--- src/rtl/framebuffer_pkg.sv ---
// -----------------------------------------------------------------------------
// framebuffer_pkg
//
// Shared definitions for the LED-panel framebuffer write and read paths.
//   - Panel geometry: 2 halves x 16 rows x 64 columns = 2048 pixels.
//   - RAM geometry: 11-bit word address, 16-bit RGB565 word.
//   - Write-side FSM state encoding.
//   - Helper to swap the red and blue fields of an RGB565 word.
// -----------------------------------------------------------------------------
package framebuffer_pkg;

  // Panel geometry
  localparam int COLUMNS       = 64;
  localparam int ROWS_PER_HALF = 16;
  localparam int HALVES        = 2;
  localparam int PIXEL_COUNT   = HALVES * ROWS_PER_HALF * COLUMNS;

  // Field widths of a pixel index: {half, row, column}
  localparam int COLUMN_W = $clog2(COLUMNS);
  localparam int ROW_W    = $clog2(ROWS_PER_HALF);

  // RAM geometry
  localparam int RAM_ADDR_W = 11;
  localparam int RAM_DATA_W = 16;

  typedef logic [RAM_ADDR_W-1:0] ram_addr_t;
  typedef logic [RAM_DATA_W-1:0] ram_data_t;

  // Byte-assembly FSM: wait for a frame, collect high byte, collect low
  // byte, then spend one cycle strobing the RAM.
  typedef enum logic [1:0] {
    IDLE  = 2'd0,
    HI    = 2'd1,
    LO    = 2'd2,
    WRITE = 2'd3
  } fb_state_t;

  // RGB565 {r[4:0], g[5:0], b[4:0]} -> {b[4:0], g[5:0], r[4:0]}
  function automatic ram_data_t swap_red_blue(input ram_data_t pixel);
    return {pixel[4:0], pixel[10:5], pixel[15:11]};
  endfunction

endpackage

--- src/rtl/framebuffer_address_map.sv ---
// -----------------------------------------------------------------------------
// framebuffer_address_map
//
// Combinational mapping from a linear pixel index to the panel RAM address.
// The index is {y[4:0], x[5:0]}; y[4] selects the panel half, y[3:0] the row
// within that half. Columns are stored mirrored because the panel shifts the
// last column in first, so the address is {half, row, ~x}. Shared by the write
// and read sides so both agree on the layout.
//
// Ports
//   pixel_index  in   11  linear pixel index p
//   ram_address  out  11  {y[4], y[3:0], ~x}
// -----------------------------------------------------------------------------
module framebuffer_address_map
  import framebuffer_pkg::*;
(
  input  logic [RAM_ADDR_W-1:0] pixel_index,
  output logic [RAM_ADDR_W-1:0] ram_address
);

  logic                half;
  logic [ROW_W-1:0]    row;
  logic [COLUMN_W-1:0] column;

  assign column = pixel_index[COLUMN_W-1:0];
  assign row    = pixel_index[COLUMN_W +: ROW_W];
  assign half   = pixel_index[COLUMN_W + ROW_W];

  assign ram_address = {half, row, ~column};

endmodule

--- src/rtl/framebuffer_write.sv ---
// -----------------------------------------------------------------------------
// framebuffer_write
//
// Assembles an RGB565 byte stream (high byte first) into 16-bit pixels and
// writes them into the panel framebuffer RAM, one pixel per three cycles at
// best. Bytes move on a valid/ready handshake. frame_start restarts the frame
// at pixel 0 from any state; frame_done pulses once after the final pixel of a
// frame has been written.
//
// Build option
//   FRAMEBUFFER_WRITE_BGR_SWAP_EN  when defined, red and blue fields are
//                                  swapped before the RAM write. Timing is the
//                                  same in both builds.
//
// Ports
//   reset             in   1   asynchronous, active-high reset
//   clk_in            in   1   system clock, rising edge
//   frame_start       in   1   one-cycle pulse, restart at pixel 0
//   data_in           in   8   RGB565 byte stream, high byte first
//   data_valid        in   1   data_in holds a valid byte
//   data_ready        out  1   a byte is accepted this cycle if valid
//   ram_address       out  11  {half, row[3:0], ~column[5:0]}
//   ram_data_out      out  16  pixel written to RAM
//   ram_write_enable  out  1   one-cycle write strobe
//   ram_clk_enable    out  1   RAM clock enable, follows the write strobe
//   frame_done        out  1   one-cycle pulse after the last pixel write
// -----------------------------------------------------------------------------
module framebuffer_write #(
  parameter int PIXEL_COUNT = 2048
) (
  input  logic        reset,
  input  logic        clk_in,
  input  logic        frame_start,
  input  logic [7:0]  data_in,
  input  logic        data_valid,
  output logic        data_ready,
  output logic [10:0] ram_address,
  output logic [15:0] ram_data_out,
  output logic        ram_write_enable,
  output logic        ram_clk_enable,
  output logic        frame_done
);

  import framebuffer_pkg::*;

  localparam ram_addr_t LAST_PIXEL = RAM_ADDR_W'(PIXEL_COUNT - 1);

  fb_state_t state;
  fb_state_t state_next;

  ram_addr_t pixel_index;
  ram_addr_t mapped_address;
  logic [7:0] hi_byte;
  ram_data_t assembled;
  ram_data_t formatted;

  // Control strobes decoded by the FSM
  logic hi_load;        // capture high byte
  logic lo_load;        // capture low byte, launch the RAM write
  logic index_advance;  // move to the next pixel after a write
  logic index_clear;    // restart at pixel 0
  logic frame_end;      // last pixel of the frame has just been written

  // ---------------------------------------------------------------------------
  // Pixel formatting
  // ---------------------------------------------------------------------------
  assign assembled = {hi_byte, data_in};

`ifdef FRAMEBUFFER_WRITE_BGR_SWAP_EN
  assign formatted = swap_red_blue(assembled);
`else
  assign formatted = assembled;
`endif

  framebuffer_address_map u_address_map (
    .pixel_index (pixel_index),
    .ram_address (mapped_address)
  );

  // ---------------------------------------------------------------------------
  // FSM state register
  // ---------------------------------------------------------------------------
  // NOTE: clocked state uses non-blocking assignments so every register
  // samples the pre-edge values, independent of block evaluation order.
  always_ff @(posedge clk_in or posedge reset) begin
    if (reset) begin
      state <= IDLE;
    end else begin
      state <= state_next;
    end
  end

  // ---------------------------------------------------------------------------
  // FSM next-state and control decode
  // ---------------------------------------------------------------------------
  // NOTE: every output of this block is given a default first; a path that
  // left one unassigned would infer a latch.
  always_comb begin
    state_next    = state;
    data_ready    = 1'b0;
    hi_load       = 1'b0;
    lo_load       = 1'b0;
    index_advance = 1'b0;
    index_clear   = 1'b0;
    frame_end     = 1'b0;

    case (state)
      IDLE: begin
        state_next = IDLE;
      end

      HI: begin
        data_ready = 1'b1;
        if (data_valid) begin
          hi_load    = 1'b1;
          state_next = LO;
        end
      end

      LO: begin
        data_ready = 1'b1;
        if (data_valid) begin
          lo_load    = 1'b1;
          state_next = WRITE;
        end
      end

      WRITE: begin
        if (pixel_index == LAST_PIXEL) begin
          frame_end  = 1'b1;
          state_next = IDLE;
        end else begin
          index_advance = 1'b1;
          state_next    = HI;
        end
      end

      default: begin
        state_next = IDLE;
      end
    endcase

    // A restart overrides everything: any half-built pixel and any byte
    // handed over this cycle are dropped. A write already on the RAM port
    // this cycle is not cancelled (the strobe is decoded from state), but it
    // neither advances the index nor ends the frame.
    if (frame_start) begin
      state_next    = HI;
      hi_load       = 1'b0;
      lo_load       = 1'b0;
      index_advance = 1'b0;
      frame_end     = 1'b0;
      index_clear   = 1'b1;
    end
  end

  // The RAM strobe and its clock enable are the WRITE state itself, so they
  // are glitch-free and drop together with the state on reset.
  assign ram_write_enable = (state == WRITE);
  assign ram_clk_enable   = (state == WRITE);

  // ---------------------------------------------------------------------------
  // Datapath: pixel index, byte capture, RAM port registers
  // ---------------------------------------------------------------------------
  // NOTE: the datapath registers are reset too, not just the control state,
  // because address and data are visible outputs that must read zero while
  // reset is held.
  always_ff @(posedge clk_in or posedge reset) begin
    if (reset) begin
      pixel_index  <= '0;
      hi_byte      <= '0;
      ram_address  <= '0;
      ram_data_out <= '0;
      frame_done   <= 1'b0;
    end else begin
      frame_done <= frame_end;

      if (index_clear || frame_end) begin
        pixel_index <= '0;
      end else if (index_advance) begin
        pixel_index <= pixel_index + 11'd1;
      end

      if (hi_load) begin
        hi_byte <= data_in;
      end

      // Address and data are registered on the low-byte transfer so they
      // stay stable for the whole WRITE cycle that follows.
      if (lo_load) begin
        ram_address  <= mapped_address;
        ram_data_out <= formatted;
      end
    end
  end

endmodule

--- config.mk ---
export PLATFORM = sky130hd
export DESIGN_NAME = framebuffer_write
export DESIGN_NICKNAME = d
export VERILOG_FILES = /design/src/rtl/framebuffer_pkg.sv /design/src/rtl/framebuffer_address_map.sv /design/src/rtl/framebuffer_write.sv
export SDC_FILE = /design/constraint.sdc
export NUM_CORES = 1
export LEC_CHECK = 0
export CORE_ASPECT_RATIO = 1.5
export CORE_MARGIN = 2
export CORE_UTILIZATION = 40
export CTS_CLUSTER_SIZE = 28
export DETAILED_ROUTE_END_ITERATION = 10
export DONT_BUFFER_PORTS = 1
export GPL_TIMING_DRIVEN = 0
export MAX_ROUTING_LAYER = met4
export PLACE_DENSITY = 0.61
export REMOVE_ABC_BUFFERS = 1
export SKIP_CTS_REPAIR_TIMING = 1
export SKIP_LAST_GASP = 1
export SYNTH_ARGS = -nofsm -noshare
export SYNTH_HDL_FRONTEND = slang
export SYNTH_SLANG_ARGS = --single-unit
--- constraint.sdc ---
create_clock -name clk_in -period 3.92 [get_ports clk_in]
set_input_delay 0.392 -clock clk_in [delete_from_list [all_inputs] [get_ports clk_in]]
set_output_delay 0.392 -clock clk_in [all_outputs]
set_load 0.02 [all_outputs]
* Word level (Yosys, flattened, before mapping)
Cells that the tools add are included.
** Operators by class
- Eq/ne operators :: 6
- Bitwise operators :: 1
- $add $sub $neg :: 1
- Muxes and demuxes :: 20
- Reductions and logical operators :: 5
** Operators by type and width (number)
- $mux W11 :: 2
- $mux W1 :: 14
- $add A11 B1 Y11 const B :: 1
- $eq A11 B11 Y1 const B :: 1
- $pmux W2 S4 :: 1
- $mux W2 :: 3
- $ne A3 B3 Y1 const B :: 2
- $not A6 Y6 :: 1
- $eq A2 B2 Y1 const B :: 2
- $eq A2 B1 Y1 const B :: 1
- $logic_not A2 Y1 :: 1
- $reduce_and A2 Y1 :: 1
- $reduce_bool A2 Y1 :: 1
- $reduce_or A2 Y1 :: 1
- $logic_or A1 B1 Y1 :: 1
** Word-level totals
- Register bits :: 49

* Depth between registers and ports, before layout
Gate-level depths: netlist (run 1).
- Depth in word-level cells :: 6
- Mapped depth :: 6
- Mapped depth without buffers :: 5

* Hierarchy
From an unflattened synthesis (run 1), not the netlist that was laid out.
** Second synthesis, totals
- Cells, all modules :: 170
- Area total of the unflattened synthesis :: 2200.9 µm²
** By module, submodules not included
- framebuffer_write :: area each 2140.8 µm², seq. area each 1226.2 µm², cells an instance 159, times used 1
- framebuffer_address_map :: area each 60.1 µm², seq. area each 0.0 µm², cells an instance 11, times used 1

* Worst setup path after synthesis (run 1)
OpenSTA, ideal clock, no wires.
- Kind :: reg-to-reg
- Start :: register state[1]
- End :: register pixel_index[10]
- Path buffers :: 1
- Setup slack :: 2163 ps
- Cell stages (with the launch flop) :: 6
- Data arrival time :: 1683 ps
- Cells stage by stage :: dfrtp_1 -> ha_1 -> buf_4 -> o2111ai_1 -> or4_4 -> a21oi_2
** Between the ends
- Longest elaborated chain between the ends :: 5
- Elaborated cells between the ends (all ways) :: 8
- Classes of those cells :: 1 x eq/ne; 5 x mux; 2 x reduce/logical
** Ends and longest elaborated chain
- start, declared :: RTL line framebuffer_write.sv:48 : fb_state_t state;
- start signal, assigned :: RTL line framebuffer_write.sv:89 : state <= state_next;
- $eq A2 B2 Y1 *
- via ram_clk_enable :: RTL line framebuffer_write.sv:40 : output logic ram_clk_enable,
- $mux W1 :: RTL line framebuffer_write.sv:107 : case (state)
- $mux W1 :: RTL line framebuffer_write.sv:147 : if (frame_start) begin
- $logic_or A1 B1 Y1 :: RTL line framebuffer_write.sv:178 : if (index_clear || frame_end) begin
- $mux W11 or $reduce_bool A2 Y1 (tied branches)
- end signal, assigned :: RTL line framebuffer_write.sv:181 : pixel_index <= pixel_index + 11'd1;
- end, declared :: RTL line framebuffer_write.sv:51 : ram_addr_t pixel_index;
Mark *: on every way through the listed nets, which the timed path passes. The rest lies on a longest branch.
A chain may end at the register's enable or synchronous reset.

* Worst setup path after layout (run 1)
Same ends and word-level chain as after synthesis.

==> flow_summary.json, run 1 <==
{
  "hp-class": "in2async",
  "drive_gt1_share_pct": 25.9,
  "crit_type": "reg2reg",
  "ant_nets": 0,
  "layout_common_cells": "49 x dfrtp_1, 26 x mux2_2, 11 x nand2_1, 10 x o21ai_0",
  "crit_fanout": 10,
  "min_period_ns": 2.24,
  "clockBufferDepth": 2,
  "synth_seq_cells": 49,
  "wl_um": 3800,
  "async_flop_share_pct": 100,
  "p_total_mw": 1.52,
  "ys_seq_area_share_pct": 58.4,
  "final_common_cell": "dfrtp_1",
  "r2r_start": "state[1]",
  "power_frac_comb_pct": 20.5,
  "initial_core_util_pct": 41.3,
  "clkTransAtPathRegs_ns": 0.08,
  "drt_iter0_drc": 42,
  "cap_violations": 0,
  "p_per_area_nw_per_um2": 671,
  "power_frac_clock_pct": 19.5,
  "status": "finished clean",
  "dieWidth_um": 63.1,
  "viasPerCell": 5.41,
  "numCtsBuffers": 5,
  "clk_latency_ns": 0.29,
  "required_ns": 4.14,
  "r2r_cells": 4,
  "fp.coreArea_um2": 5080,
  "fin_worst_skew_ns": 0.00445,
  "htreeDepth": 2,
  "grt_usage_pct": 14.3,
  "dieArea_um2": 5850,
  "leakage_nw": 1.03,
  "p_sw_mw": 0.564,
  "intPower_mw": 0.955,
  "gr-total-overflow": 0,
  "design_area_um2": 2260,
  "cts_tree": "done",
  "antenna_found_initial": 0,
  "routedWlPerCell_um": 16.5,
  "end_kind": "flip-flop",
  "synth_edf_count": 0,
  "synth-main-ff-cell": "dfrtp_1",
  "hpwl_um": 2770,
  "fp.dieH_um": 92.7,
  "vias": 1245,
  "synth_cell_types": 33,
  "first_global_vias": 1316,
  "finalSetupViolations": 0,
  "slew-limit-headroom_pct": 51.4,
  "grt_max_degree": 34,
  "diodes": 0,
  "routabilityCongestion": 0.813,
  "p_sw_share_pct": 37.1,
  "fmax_ghz": 0.447,
  "yosys_warnings": 0,
  "slew_violations": 0,
  "rsz0062_at_grt": "no",
  "final_nets": 178,
  "portBuffers": 0,
  "seq_power_share_pct": 60.0,
  "worst_slew_pin_slew_ns": 0.730,
  "drc": 0,
  "r2r_end": "pixel_index[10]",
  "hold_viol_final": 0,
  "syn-cell-area_um2": 2100,
  "ir_worst_vdd_v": 0.000296,
  "arrival_ns": 2.46,
  "syn_inst": 160,
  "drt_first_pass_iters": 3,
  "cts_root_buffer": "clkbuf_8",
  "startpoint_type": "flip-flop",
  "clock-sinks": 49,
  "num_io_pins": 43,
  "syn_to_final_growth_pct": 7.93,
  "r2r_setup_slack_ns": 1.68,
  "tns_ns": 0,
  "rows": 32,
  "grt_pass1_wl_um": 6330,
  "fin_crit_sh_pct": 57.1,
  "final_core_util_pct": 44.5,
  "place_area_um2": 2170,
  "avgSynthCellArea_um2": 13.1
}
-- registers in the layout, indices dropped and copies added (netlist names) --
name,cells
frame_done,1
hi_byte,8
pixel_index,11
ram_address,11
ram_data_out,16
state,2
-- power groups by stage --
stage	logic (mW)	clock network (mW)	registers, mW
2_1_floorplan	0.262	0	0.886
3_3_place_gp	0.288	0	0.915
3_5_place_dp	0.316	0	0.928
4_1_cts	0.317	0.309	0.917
5_1_grt	0.348	0.335	0.933
6_report	0.311	0.297	0.912
-- kinds of logic after synthesis --
group	after synthesis	share of synthesized area (%)
flops	49	58.4
simple gates	33	9.30
mux	29	15.6
compound gates	28	9.66
buf+inv	13	2.98
xor+xnor	4	1.67
fa+ha+maj	4	2.39
-- critical path, cell delays in order (launching register included) --
cell and delay [ns]:
dfrtp_1 0.42, ha_1 0.66, o2111ai_1 0.43, or4_4 0.52, a21oi_2 0.14
-- metal layers --
layer | vias to the layer above | part of all wire [%] | track usage [%]
met5 | - | 0 | -
met4 | 0 | 1.2 | 4.44
met3 | 4 | 5.3 | 4.86
met2 | 28 | 56 | 24.6
met1 | 642 | 38 | 15.4
li1 | 571 | - | -
-- cells in the mapped netlist (2+ instances only) --
cell	number	area (um2)
dfrtp_1	49	1230
mux2_2	26	293
nand2_1	11	41.3
o21ai_0	10	50.1
inv_1	7	26.3
nor2_1	6	22.5
a21oi_1	5	25.0
ha_1	4	50.1
o31ai_1	4	30.0
or3_1	4	25.0
buf_4	3	22.5
mux2_1	3	33.8
nand3_1	3	15.0
xor2_1	3	26.3
buf_2	2	10.0
o2111ai_1	2	17.5
or4_1	2	15.0
-- stage by stage --
step	setup WS (ns)	std cells	hold WS, ns
3_5_place_dp	1.71	223	0.359
6_report	1.68	230	0.0247
4_1_cts	1.70	230	0.0342
3_3_place_gp	1.81	222	0.464
2_1_floorplan	2.00	154	0.458
5_1_grt	1.57	230	0.0310
-- area by class of cell --
cell class	count	area [um2]
inverter	7	26.3
sequential	49	1230
multi-input combinational	98	810
timing repair buffer	1	27.5
tap	68	85.1
fill	500	2820
clock buffer	6	82.6
clock inverter	1	7.51
-- worst max-delay path by stage --
stage | start | to | slack, ns | cells past startpoint
6_report | state[1] | pixel_index[10] | 1.68 | 4
5_1_grt | state[1] | pixel_index[10] | 1.57 | 4
4_1_cts | state[1] | pixel_index[10] | 1.70 | 4
3_5_place_dp | state[1] | pixel_index[10] | 1.71 | 4
3_3_place_gp | state[1] | pixel_index[10] | 1.81 | 4
2_1_floorplan | state[1] | pixel_index[10] | 2.00 | 4
(Power assumes the default switching activity.)
==> inputs of run 2 (changes only) <==
==> constraint.sdc (replaced) <==
create_clock -name clk_in -period 2.3 [get_ports clk_in]
set_input_delay 0.23 -clock clk_in [delete_from_list [all_inputs] [get_ports clk_in]]
set_output_delay 0.23 -clock clk_in [all_outputs]
set_load 0.02 [all_outputs]
==> flow_summary.json, run 2 (synthesized netlist as in run 1, its figures left out) <==
{
  "power_frac_clock_pct": 19.5,
  "ant_nets": 0,
  "seq_power_share_pct": 59.8,
  "r2r_end": "pixel_index[10]",
  "slew_violations": 0,
  "fill_cells": 496,
  "largest-register": "ram_data_out",
  "final_nets": 180,
  "critical-path-max-stage-delay_ns": 0.52,
  "initial_core_util_pct": 41.3,
  "pre_cts_ws_ns": 0.0936,
  "drt_first_pass_iters": 3,
  "min-delay-start": "frame_start",
  "clockBufferDepth": 2,
  "clock-sinks": 49,
  "grt_usage_pct": 14.3,
  "required_ns": 2.53,
  "finalSetupViolations": 0,
  "fp.coreArea_um2": 5080,
  "grt_pass1_wl_um": 6330,
  "end_kind": "flip-flop",
  "routabilityCongestion": 0.813,
  "hold_path_end": "pixel_index[1]",
  "fin_crit_sh_pct": 86.5,
  "p_sw_share_pct": 37.2,
  "hpwl_um": 2770,
  "r2r_setup_slack_ns": 0.31,
  "tns_ns": 0,
  "crit_fanout": 10,
  "power_frac_comb_pct": 20.8,
  "viasPerCell": 5.35,
  "crit_path_cell_trace": "ha_2, o2111ai_1, or4_4, a21oi_2",
  "first_global_vias": 1316,
  "layout_common_cells": "49 x dfrtp_1, 26 x mux2_2, 11 x nand2_1, 10 x o21ai_0",
  "slew-limit-headroom_pct": 60.2,
  "syn_to_final_growth_pct": 9.00,
  "cts_root_buffer": "clkbuf_8",
  "portBuffers": 0,
  "leakage_nw": 1.04,
  "r2r_start": "state[1]",
  "numCtsBuffers": 5,
  "clkTransAtPathRegs_ns": 0.08,
  "diodes": 0,
  "wl_um": 3870,
  "final_common_cell": "dfrtp_1",
  "fmax_ghz": 0.503,
  "vias": 1241,
  "routedWlPerCell_um": 16.7,
  "largest_reg_flops": 16,
  "worst_slew_pin_slew_ns": 0.594,
  "cap_violations": 0,
  "gr-total-overflow": 0,
  "dieWidth_um": 63.1,
  "clk_latency_ns": 0.29,
  "intPower_mw": 1.63,
  "antenna_found_initial": 0,
  "startpoint_type": "flip-flop",
  "dieArea_um2": 5850,
  "status": "finished clean",
  "htreeDepth": 2,
  "rsz0062_at_grt": "no",
  "hp-class": "in2reg",
  "whs_path_depth": 1,
  "worst_slack_ns": 0.311,
  "r2r_cells": 4,
  "arrival_ns": 2.21,
  "hold_viol_final": 0,
  "cpLargestDelayFamily": "compound AO/OA/AOI/OAI gates",
  "p_per_area_nw_per_um2": 1140,
  "num_io_pins": 43,
  "p_sw_mw": 0.969,
  "fp.dieH_um": 92.7,
  "drc": 0,
  "crit_type": "reg2reg",
  "fin_worst_skew_ns": 0.00455,
  "crit_slowest_cell": "or4_4",
  "drt_iter0_drc": 46,
  "cp_num_buf_inv": 0,
  "ir_worst_vdd_v": 0.000517,
  "grt_max_degree": 34,
  "cts_tree": "done",
  "top_regs": "ram_data_out (16), pixel_index (11), ram_address (11)",
  "min_period_ns": 1.99,
  "drive_gt1_share_pct": 26.2,
  "rows": 32
}
run 2: cell types whose count changed in the layout (fill, tap and decap cells not counted), sizes merged:
cell and change:
dlygate4sd3 +2
run 2: power groups by stage:
stage	clock network [mW]	logic (mW)	registers, mW
6_report	0.507	0.540	1.56
5_1_grt	0.571	0.601	1.59
4_1_cts	0.526	0.541	1.56
3_5_place_dp	0	0.539	1.58
3_3_place_gp	0	0.490	1.56
2_1_floorplan	0	0.447	1.51
run 2: worst max path at each step:
stage / start / to / slack (ns) / cells after the start
2_1_floorplan: state[1] / pixel_index[10] / 0.38 / 4
3_3_place_gp: state[1] / pixel_index[10] / 0.19 / 4
3_5_place_dp: state[1] / pixel_index[10] / 0.09 / 4
4_1_cts: state[1] / pixel_index[10] / 0.08 / 4
5_1_grt: state[1] / pixel_index[10] / 0.23 / 4
6_report: state[1] / pixel_index[10] / 0.31 / 4
run 2: metrics by stage:
step / cell area, um2 / total power [mW] / instances / util (%) / hold WS [ns]
final: 2290 / 2.60 / 232 / 45.0 / 0.0234
after global placement: 2150 / 2.05 / 222 / 42.2 / 0.302
after floorplan: 2060 / 1.96 / 154 / - / 0.296
after detailed placement: 2170 / 2.12 / 223 / 42.8 / 0.197
after global routing: 2290 / 2.76 / 232 / 45.0 / 0.0218
after CTS: 2260 / 2.63 / 230 / 44.5 / -0.128
run 2: area by class of cell:
class | instances | area [um2] | share of cell area [%]
Sequential cell | 49 | 1230 | 53.6
Multi-Input combinational cell | 98 | 812 | 35.5
Tap cell | 68 | 85.1 | 3.72
Clock buffer | 6 | 82.6 | 3.61
Timing Repair Buffer | 3 | 47.5 | 2.08
Inverter | 7 | 26.3 | 1.15
Clock inverter | 1 | 7.51 | 0.328
run 2: routing by layer:
metal,track usage [%],vias to the layer above,wire (um)
li1,-,575,-
met3,4.86,4,203
met1,15.4,634,1460
met4,4.44,0,50
met5,-,-,0
met2,24.6,28,2150
==> inputs of run 3 (changes only) <==
--- a/config.mk
+++ b/config.mk
@@ -5,6 +5,7 @@
 export SDC_FILE = /design/constraint.sdc
 export NUM_CORES = 1
 export LEC_CHECK = 0
+export ABC_AREA = 1
 export CORE_ASPECT_RATIO = 1.5
 export CORE_MARGIN = 2
 export CORE_UTILIZATION = 40
==> flow_summary.json, run 3 <==
{
  "status": "finished clean",
  "initial_core_util_pct": 41.4,
  "cts_tree": "done",
  "fmax_ghz": 0.576,
  "rows": 32,
  "drive_gt1_share_pct": 11.0,
  "avgSynthCellArea_um2": 9.55,
  "dieArea_um2": 5960,
  "async_flop_share_pct": 100,
  "drt_iter0_drc": 73,
  "final_nets": 243,
  "yosys_warnings": 0,
  "crit_slowest_cell": "ha_1",
  "leakage_nw": 1.11,
  "finalSetupViolations": 0,
  "grtUsageMet1_pct": 14.6,
  "ir_worst_vdd_v": 0.000311,
  "drc": 0,
  "tns_ns": 0,
  "cap_violations": 0,
  "synth-main-ff-cell": "dfrtp_1",
  "largest-register": "ram_data_out",
  "ant_nets": 0,
  "drt_first_pass_iters": 4,
  "first_global_vias": 1416,
  "yosys.cell_count.top_type": "nand2_1",
  "num_io_pins": 43,
  "syn-cell-area_um2": 2140,
  "fp.coreArea_um2": 5160,
  "routedWlPerCell_um": 12.8,
  "slew-limit-headroom_pct": 56.4,
  "grt_usage_pct": 14.4,
  "fin_worst_skew_ns": 0.00427,
  "synth_cell_types": 24,
  "startpoint_type": "flip-flop",
  "grt_use_met2_pct": 25.0,
  "cts_root_buffer": "clkbuf_8",
  "synth_edf_count": 0,
  "hpwl_um": 2730,
  "crit_path_cell_trace": "ha_1, nor2_4, nor2_4, nand3_1, nand2_1, nand2_1, nor2_1",
  "dieWidth_um": 63.7,
  "vias": 1409,
  "regArea_um2": 1230,
  "crit_fanout": 7,
  "multiInputGateArea_um2": 767,
  "wl_um": 3800,
  "min_period_ns": 1.74,
  "ys_seq_area_share_pct": 57.3,
  "hp-class": "in2reg",
  "top_regs": "ram_data_out (16), pixel_index (11), ram_address (11)",
  "hold_viol_final": 0,
  "critical-path-max-stage-delay_ns": 0.60,
  "syn_to_final_growth_pct": 9.36,
  "end_kind": "flip-flop",
  "worst_slew_pin_slew_ns": 0.654,
  "final_common_cell": "nand2_1",
  "clockBufferDepth": 2,
  "largest_reg_flops": 16,
  "yosys.area.top_type": "dfrtp_1",
  "rsz0062_at_grt": "no",
  "synth_seq_cells": 49,
  "clkTransAtPathRegs_ns": 0.09,
  "fill_cells": 493,
  "fin_crit_sh_pct": 75.5,
  "grt.busiest_layer": "met2",
  "synth_top_area_share_pct": 57.3,
  "grt_pass1_wl_um": 6420,
  "viasPerCell": 4.76,
  "p_per_area_nw_per_um2": 1130,
  "syn_inst": 224,
  "layout_common_cells": "51 x nand2_1, 49 x dfrtp_1, 32 x o21ai_0, 24 x inv_1, 17 x nor2_1",
  "grt_max_degree": 47,
  "timing.hold.ws_ns": 0.0800,
  "numCtsBuffers": 5,
  "clock-sinks": 49,
  "crit_type": "reg2reg",
  "ys_top_cells_by_count": "51 x nand2_1, 49 x dfrtp_1, 32 x o21ai_0",
  "gr-total-overflow": 0,
  "diodes": 0,
  "cpLargestDelayFamily": "simple AND/OR/NAND/NOR gates",
  "arrival_ns": 1.98,
  "portBuffers": 0,
  "cp_num_buf_inv": 0,
  "grt_util_met3_pct": 4.21,
  "htreeDepth": 2,
  "clk_latency_ns": 0.30,
  "routabilityCongestion": 0.815,
  "slew_violations": 0,
  "fp.dieH_um": 93.5,
  "required_ns": 2.54,
  "synth_area_leaders": "dfrtp_1 57%, nand2_1 9.0%, o21ai_0 7.5%",
  "antenna_found_initial": 0
}
[run 3: changes by cell type in the layout (fill, tap and decap cells not counted), moves of 3 or more]
| cell | before | now |
|---|---|---|
| nand2_1 | 11 | 51 |
| o21ai_0 | 10 | 32 |
| mux2_2 | 26 | 6 |
| inv_1 | 6 | 24 |
| nand3_1 | 3 | 16 |
| nor2_1 | 6 | 17 |
| o31ai_1 | 4 | 0 |
| or3_1 | 4 | 0 |
| a21oi_1 | 5 | 2 |
| mux2_1 | 3 | 0 |
| nor2_4 | 0 | 3 |
[run 3: through the flow]
step / utilization [%] / setup slack [ns] / power, mW / instances / cell area (um2)
final: 45.3 / 0.563 / 2.65 / 296 / 2340
after global routing: 45.3 / 0.337 / 2.84 / 296 / 2340
after CTS: 44.9 / 0.532 / 2.69 / 294 / 2320
after detailed placement: 42.6 / 0.552 / 2.05 / 286 / 2200
after global placement: 42.2 / 0.359 / 2.02 / 285 / 2180
after floorplan: - / 0.755 / 1.91 / 217 / 2090
[run 3: final timing paths]
kind / start / end / slack [ns] / depth (start not counted)
max in group asynchronous: reset / hi_byte[6] / 1.53 / 3
hold / removal: data_in[3] / hi_byte[3] / 0.08 / 2
setup / recovery: state[0] / pixel_index[9] / 0.56 / 7
hold reg to reg: hi_byte[6] / hi_byte[6] / 0.49 / 2
setup reg to reg: state[0] / pixel_index[9] / 0.56 / 7
min in group asynchronous: reset / ram_address[9] / 0.30 / 2
[run 3: power by group]
| group | internal, mW | switching [mW] |
|---|---|---|
| logic | 0.202 | 0.279 |
| clock network | 0.353 | 0.286 |
| registers | 1.13 | 0.403 |
[run 3: layer usage]
metal,vias up,part of all wire (%)
li1,713,-
met1,663,41
met2,27,53
met3,6,4.5
met4,0,2.1
met5,-,0
[run 3: area by class of cell]
type                    instances  area share [%]
well taps                      68            3.64
clock buffers                   6            3.53
flip-flops and latches         49            52.4
inverters                      26            4.28
clock inverters                 2            1.61
repair buffers                  3            1.71
multi-input cells             142            32.8
[run 3: worst register-to-register path, delay by kind of cell, from the launching register on]
family | cells | cell delay (ns)
adders and majority gates | 1 | 0.60
DFF | 1 | 0.42
and+or+nand+nor | 6 | 0.67
[run 3: cells by family (layout without fill, tap and decap cells)]
family,after synthesis,after routing,synth area share (%)
AND/OR/NAND/NOR,92,92,19.4
XOR/XNOR,4,4,1.64
flip-flops,49,49,57.3
adder cells (fa/ha/maj),4,4,2.34
AO/OA/AOI/OAI,34,34,7.96
multiplexers,8,8,4.56
buffers and inverters,33,37,6.79
